`config.mk`:
```
export PLATFORM = sky130hd
export DESIGN_NAME = stack_seq
export DESIGN_NICKNAME = d
export VERILOG_FILES = /design/src/rtl/stack_seq_pkg.sv /design/src/rtl/stack_seq.sv
export SDC_FILE = /design/constraint.sdc
export NUM_CORES = 1
export LEC_CHECK = 0
export ABC_CLOCK_PERIOD_IN_PS = 3600
export CORE_UTILIZATION = 48
export CTS_BUF_LIST = sky130_fd_sc_hd__clkbuf_8
export DETAILED_ROUTE_END_ITERATION = 6
export GPL_TIMING_DRIVEN = 0
export PLACE_DENSITY = 0.86
export SLEW_MARGIN = 20
export SYNTH_ARGS = -nofsm -noshare
export SYNTH_HDL_FRONTEND = slang
export SYNTH_SLANG_ARGS = --single-unit
export TNS_END_PERCENT = 1
```
`constraint.sdc`:
```
create_clock -name clk -period 3.6 [get_ports clk]
set_input_delay 0.54 -clock clk [delete_from_list [all_inputs] [get_ports clk]]
set_output_delay 0.54 -clock clk [all_outputs]
set_load 0.02 [all_outputs]
```
`src/rtl/stack_seq_pkg.sv`:
```
// Shared definitions for the stack sequencer.
//   stack_op_e : command opcode carried on cmd_op.
//   state_e    : sequencer FSM states.
//   ctrl_t     : bundle of the single-bit registered control outputs.
//   STACK_BASE_DEF / STACK_LIMIT_DEF : default empty / full SP values.
package stack_seq_pkg;

  typedef enum logic {
    OP_PUSH = 1'b0,
    OP_POP  = 1'b1
  } stack_op_e;

  typedef enum logic [2:0] {
    IDLE = 3'd0,
    DEC  = 3'd1,
    WR   = 3'd2,
    RD   = 3'd3,
    INC  = 3'd4,
    RSP  = 3'd5
  } state_e;

  typedef struct packed {
    logic cmd_ready;
    logic sp_pre_dec;
    logic sp_post_inc;
    logic mem_req;
    logic mem_we;
    logic rsp_valid;
    logic err;
  } ctrl_t;

  // SP is full-descending: empty at BASE, one word below BASE after a push.
  localparam logic [31:0] STACK_BASE_DEF  = 32'h0000_1000;
  localparam logic [31:0] STACK_LIMIT_DEF = 32'h0000_0800;

endpackage

```
`src/rtl/stack_seq.sv`:
```
// Stack push/pop sequencer. Turns push/pop commands into an SP strobe and a
// single memory access against an external SP register and memory port.
// Push: DEC (sp_pre_dec) -> WR (write at the new SP).
// Pop : RD (read at SP) -> INC (sp_post_inc) -> RSP (hold data until taken).
// Push at STACK_LIMIT / pop at STACK_BASE is accepted, flagged on err for
// one cycle and otherwise ignored.
//
// Ports:
//   clk, rst_n          clock, asynchronous active-low reset
//   cmd_valid/ready     command handshake; cmd_op, cmd_data carry the command
//   sp_value            current SP from the SP register output
//   sp_pre_dec          one-cycle SP decrement strobe (push)
//   sp_post_inc         one-cycle SP increment strobe (pop)
//   mem_req/we/addr/wdata, mem_rdata, mem_ack   memory access port
//   rsp_valid/ready, rsp_data                    popped word handshake
//   err                 one-cycle overflow/underflow pulse
// All outputs are registered.
module stack_seq
  import stack_seq_pkg::*;
#(
  parameter int              SIZE        = 32,
  parameter logic [SIZE-1:0] STACK_BASE  = SIZE'(STACK_BASE_DEF),
  parameter logic [SIZE-1:0] STACK_LIMIT = SIZE'(STACK_LIMIT_DEF)
) (
  input  logic            clk,
  input  logic            rst_n,
  input  logic            cmd_valid,
  output logic            cmd_ready,
  input  logic            cmd_op,
  input  logic [SIZE-1:0] cmd_data,
  input  logic [SIZE-1:0] sp_value,
  output logic            sp_pre_dec,
  output logic            sp_post_inc,
  output logic            mem_req,
  output logic            mem_we,
  output logic [SIZE-1:0] mem_addr,
  output logic [SIZE-1:0] mem_wdata,
  input  logic [SIZE-1:0] mem_rdata,
  input  logic            mem_ack,
  output logic            rsp_valid,
  input  logic            rsp_ready,
  output logic [SIZE-1:0] rsp_data,
  output logic            err
);

  state_e          state, state_n;
  ctrl_t           ctrl, ctrl_n;
  logic [SIZE-1:0] addr_n, wdata_n, rdata_n;
  logic            accept;

  assign accept = cmd_valid && ctrl.cmd_ready;

  // NOTE: every variable gets a default at the top of the block so that no
  // path leaves it unassigned; otherwise synthesis infers a latch.
  always_comb begin
    state_n = state;
    ctrl_n  = '0;
    addr_n  = mem_addr;
    wdata_n = mem_wdata;
    rdata_n = rsp_data;

    unique case (state)
      IDLE: begin
        if (accept) begin
          if (stack_op_e'(cmd_op) == OP_PUSH) begin
            if (sp_value == STACK_LIMIT) begin
              ctrl_n.err = 1'b1;
            end else begin
              state_n = DEC;
              wdata_n = cmd_data;
            end
          end else begin
            if (sp_value == STACK_BASE) begin
              ctrl_n.err = 1'b1;
            end else begin
              state_n = RD;
              addr_n  = sp_value;
            end
          end
        end
      end
      DEC: begin
        // The SP register decrements on this same edge, so the write address
        // registered here equals the SP value seen during WR.
        state_n = WR;
        addr_n  = sp_value - SIZE'(1);
      end
      WR: begin
        if (mem_ack) state_n = IDLE;
      end
      RD: begin
        if (mem_ack) begin
          rdata_n = mem_rdata;
          state_n = INC;
        end
      end
      INC: state_n = RSP;
      RSP: begin
        if (rsp_ready) state_n = IDLE;
      end
      default: state_n = IDLE;
    endcase

    // Outputs are decoded from the next state and registered with it, so
    // each strobe is high for exactly the cycle spent in its state.
    ctrl_n.cmd_ready   = (state_n == IDLE);
    ctrl_n.sp_pre_dec  = (state_n == DEC);
    ctrl_n.sp_post_inc = (state_n == INC);
    ctrl_n.mem_req     = (state_n == WR) || (state_n == RD);
    ctrl_n.mem_we      = (state_n == WR);
    ctrl_n.rsp_valid   = (state_n == RSP);
  end

  // NOTE: sequential state uses non-blocking assignments so every register
  // samples the pre-edge values regardless of statement order.
  always_ff @(posedge clk or negedge rst_n) begin
    if (!rst_n) begin
      state     <= IDLE;
      ctrl      <= '0;
      mem_addr  <= '0;
      mem_wdata <= '0;
      rsp_data  <= '0;
    end else begin
      state     <= state_n;
      ctrl      <= ctrl_n;
      mem_addr  <= addr_n;
      mem_wdata <= wdata_n;
      rsp_data  <= rdata_n;
    end
  end

  assign cmd_ready   = ctrl.cmd_ready;
  assign sp_pre_dec  = ctrl.sp_pre_dec;
  assign sp_post_inc = ctrl.sp_post_inc;
  assign mem_req     = ctrl.mem_req;
  assign mem_we      = ctrl.mem_we;
  assign rsp_valid   = ctrl.rsp_valid;
  assign err         = ctrl.err;

endmodule

```
; Word-level counts from Yosys, hierarchy flattened
; Cells that the tools add are included.
[totals]
register_bits = 106
output_inout_bits = 103
[classes]
addsub = 1
eq_ne = 15
muxes = 17
bitwise = 2
n_reduce_logical = 8
[op_table]
columns = operator, n
row1 = two-way mux 32 bit, 3
row2 = case mux 32 bit (2 select lines), 1
row3 = "equality test 32 x 12 -> 1 bit, second input constant", 1
row4 = "equality test 32 x 13 -> 1 bit, second input constant", 1
row5 = "subtractor 32 x 1 -> 32 bit, second input constant", 1
row6 = two-way mux 3 bit, 7
row7 = case mux 3 bit (6 select lines), 1
row8 = "equality test 3 x 2 -> 1 bit, second input constant", 4
row9 = "equality test 3 bit, second input constant", 4
row10 = AND reduction 4 bit, 2
row11 = "equality test 3 x 1 -> 1 bit, second input constant", 2
row12 = zero test 3 bit, 2
row13 = "inequality test 2 bit, second input constant", 3
row14 = two-way mux 1 bit, 5
row15 = inverter 1 bit, 2
row16 = AND reduction 2 bit, 1
row17 = nonzero test 2 bit, 1
row18 = logical AND 1 bit, 1
row19 = logical OR 1 bit, 1

; Logic depth before layout (Yosys ltp)
[depth]
ltp_word = 7
depth_mapped = 8
ltp_nobuf = 7

; Least setup slack after synthesis
; OpenSTA, ideal clock, no wires.
[synth_timing]
path_type = input port to flip-flop
startpoint = input sp_value[0]
endpoint = register mem_wdata[0]
setup_ns = 0.125
arrival_ns = 2.060
t_required_ns = 3.475
path_slack_ns = 1.414
path_stages = 8
path_cell_list = inv_1 -> ha_1 -> nor4b_1 -> nand4_1 -> nor4_1 -> nor3_2 -> buf_6 -> mux2_4
[synth_via]
elab_chain_cells = 3
[synth_lines]
columns = item, line_no
row1 = start: declaration, stack_seq.sv:31  ; input logic [SIZE-1:0] sp_value,
row2 = equality test 32 x 12 -> 1 bit, stack_seq.sv:66  ; if (sp_value == STACK_LIMIT) begin
row3 = inverter 1 bit (no line), n/a
row4 = AND reduction 4 bit (no line), n/a
row5 = end signal: assignment, stack_seq.sv:127  ; mem_wdata <= wdata_n;
row6 = end: declaration, stack_seq.sv:37  ; output logic [SIZE-1:0] mem_wdata,
; Every way passes these cells.
; A chain may end at the register's enable or synchronous reset.

; Final worst setup path
[layout_timing]
startpoint = input sp_value[18]
endpoint = register mem_addr[13]
[layout_via]
elab_chain_cells = 3
[layout_lines]
columns = item, line_no
row1 = equality test 32 x 13 -> 1 bit, stack_seq.sv:73  ; if (sp_value == STACK_BASE) begin
row2 = inequality test 2 bit (no line), n/a
row3 = AND reduction 4 bit (no line), n/a
row4 = end signal: assignment, stack_seq.sv:126  ; mem_addr <= addr_n;
row5 = end: declaration, stack_seq.sv:36  ; output logic [SIZE-1:0] mem_addr,
; Every way passes these cells.

==> out/qor.tcl <==
set qor(clock_power_share) 0.127
set qor(flops_latches_synth) 106
set qor(cts_htree_levels) 3
set qor(io_pins) 205
set qor(synthToLayoutAreaGrowth_pct) 49.42
set qor(synth.top_cell.area_share) 0.5343
set qor(cell_variety_after_synth) 43
set qor(post_cts.resized_instances) 0
set qor(tritoncts.num_buffers) 9
set qor(outcome) {completed}
set qor(cts-hold-fix-buffers) 0
set qor(crit_chain) {clkdlybuf4s50_1 -> nor4_4 -> nand3b_2 -> nor4_4 -> o21ai_2 -> buf_6 -> mux2_4}
set qor(clock_sinks) 106
set qor(die-width_um) 103.7
set qor(worst-path-buf-inv) 2
set qor(total_internal_power_mw) 3.941
set qor(globalRouteMet1Util) 0.3054
set qor(startpoint_type) {primary input}
set qor(cts-root-buf) {clkbuf_8}
set qor(floorplan.initialDensity) 0.5010
set qor(drc_errors) 0
set qor(worst_clock_skew_ns) 0.01752
set qor(gr-max-usage-layer) {met2}
set qor(detail_route.wl_per_cell_um) 18.26
set qor(slew_violations) 0
set qor(groute.usage.overall) 0.2452
set qor(critical_path_peak_fanout) 10
set qor(antenna_left) 0
set qor(vdd_drop_max_mv) 0.4884
set qor(yosys_warnings) 0
set qor(mean_syn_cell_area_um2) 13.91
set qor(global_placer_s_final_weighted_congestion) 0.7974
set qor(placementRows) 36
set qor(maximum_number_of_pins_on_one_net_before_global_route_repair) 71
set qor(timing_hold_violations_final) 0
set qor(dp_worst_setup_slack_ns) 0.5413
set qor(required_ns) 3.84
set qor(worst_setup_path_end_kind) {flip-flop}
set qor(setup_viol) 0
set qor(global_route_wire_length_before_repair_um) 20850
set qor(netSwitchingFraction) 0.3584
set qor(netSwitchingPower_mw) 2.202
set qor(power.sequential.fraction) 0.342
set qor(timing.critical_path.max_delay_family) {simple AND/OR/NAND/NOR gates}
set qor(share_of_synthesized_registers_carrying_an_async_set_or_reset) 1.000
set qor(fmax_mhz) 373.2
set qor(detailedRoute.firstIterationViolations) 209
set qor(synth_edf_count) 0
set qor(worst_slew_margin_rel) 0.6036
set qor(core_area_mm2) 0.009910
set qor(number_of_diodes_added_for_antenna_fixing) 0
set qor(cts_buffer_depth) 2
set qor(syn_area_mm2) 0.004965
set qor(cap_viol_max_count) 0
set qor(critical_path_class) {in -> reg}
set qor(final_nets) 677
set qor(critical-path-max-stage-delay_ns) 0.53
set qor(detailed_place_hpwl_um) 9773
set qor(first_global_vias) 3907
set qor(viasPerCell) 5.143
set qor(grt_antenna_before_repair) 0
set qor(grt.overflow.total) 0
set qor(pwr-share-comb) 0.531
set qor(synth_nets) 461
set qor(finalCriticalPeriod_ns) 2.680
set qor(synth_top_cells_by_count) {dfrtp_1, mux2_4, mux2_2, xor2_1}
set qor(drt_pass1_iterations) 4
set qor(count_leader_synth) {dfrtp_1}
set qor(dieArea_mm2) 0.01075
set qor(finalWirelength_um) 12980
set qor(grt_setup_unrepaired) {no}
set qor(powerDensity_mw_per_mm2) 828.1
set qor(cts.reportedPaths.clkPinSlew_ns) 0.12
set qor(placement.io_buffers) 204
set qor(cts_tree) {done}
set qor(layout_worst_path_cycle_share) 0.7443
set qor(hold_ws_ns) 0.05212
set qor(drive_gt1_frac) 0.2266
set qor(worst_margin_pin_slew_ns) 0.5914
set qor(syn_inst) 357
set qor(p_leak_nw) 3.154
set qor(synth_flop_cell) {dfrtp_1}
set qor(synthDominantAreaCellType) {dfrtp_1}
set qor(worst_ep_arrival_time_ns) 2.92
set qor(synth.area.top_cells) {dfrtp_1, mux2_4, mux2_2}
set qor(timing.hold.worst.class) {in -> async}
set qor(grt.met2_usage) 0.4367
set qor(cp_common_cell) {nor4_4}
set qor(post-cts-setup-buffer-count) 0
set qor(insertion_delay_ns) 0.36
set qor(worst_path_max_delay_cell) {nor4_4}
set qor(seq_area_frac_synth) 0.5343
set qor(detailroute.via_count) 3657
set qor(postLayoutSetupSlackWorst_ns) 0.9204
set qor(globalRouteMet3Util) 0.04216
set qor(die_height_um) 103.7
## path summary, 6_finish.rpt
path                       slack [ns]  cells after the start         start       endpoint
min in group clk                 0.51                      1   rsp_data[0]    rsp_data[0]
min reg2reg                      0.51                      1   rsp_data[0]    rsp_data[0]
max in group asynchronous        2.86                      2         rst_n    mem_addr[6]
max reg2reg                      1.32                      6      state[2]   mem_addr[15]
max                              0.92                      7  sp_value[18]   mem_addr[13]
min                              0.05                      1         rst_n  mem_wdata[10]
## stage by stage
stage	cell area, um2	power, mW	setup TNS [ns]	util	cells
after floorplan	4965	3.832	0	-	357
after global placement	7173	5.278	-203.89	0.7239	694
after detailed placement	7202	5.369	0	0.7268	695
after CTS	7418	6.193	0	0.7486	711
after global routing	7418	6.417	0	0.7486	711
final	7418	6.143	0	0.7486	711
## cells by family (layout without fill, tap and decap cells)
family	count (synthesis)	count (layout)	synth area share
and+or+nand+nor	91	91	0.1089
buffers and inverters	21	242	0.02495
muxes	94	94	0.2550
AOI/OAI and AO/OA	15	15	0.02243
adders and majority gates	2	2	0.005040
DFF	106	106	0.5343
xor gates and xnor gates	28	28	0.04939
## cell type report
cell class                      count  area, um2
Clock inverter                      7      92.59
Multi-Input combinational cell    230       2188
Inverter                            9      33.78
Clock buffer                        9      123.9
Buffer                             12      90.09
Fill cell                         654       2491
Timing Repair Buffer              205       2071
Sequential cell                   106       2653
Tap cell                          133      166.4
## per-layer routing
layer  part of all wire  vias up  wire, um
met5                  0        -         0
met2               0.53      132      6880
li1                   -     1706         -
met1               0.40     1803      5218
met3              0.053       16       682
met4              0.015        0       199
## power by group through the flow
stage / Clock [mW] / Combinational [mW] / Sequential, mW
4_1_cts: 0.806 / 3.28 / 2.10
5_1_grt: 0.841 / 3.40 / 2.17
3_5_place_dp: 0 / 3.25 / 2.12
2_1_floorplan: 0 / 1.05 / 2.78
3_3_place_gp: 0 / 3.20 / 2.08
6_report: 0.781 / 3.26 / 2.10
## flip-flops by register name, indices dropped and copies added, names as in the netlist, 3 cells and up
| register | cells |
|---|---|
| mem_addr | 32 |
| mem_wdata | 32 |
| rsp_data | 32 |
| state | 3 |
## cells in the final DEF (no fill, tap or decap), drive strengths merged, types with 3 or more instances in the layout
cell type,synthesis,routed
dfrtp,106,106
nor4,17,17
inv,9,13
o21ai,3,3
o22ai,3,3
nand2,13,13
nand4,5,5
xnor2,5,5
nand3,6,6
nor3,16,16
xor2,23,23
or2,4,4
buf,9,11
clkbuf,3,12
clkdlybuf4s50,0,203
nor2,15,15
mux2,92,92
nand2b,4,4
(Power assumes the default switching activity.)
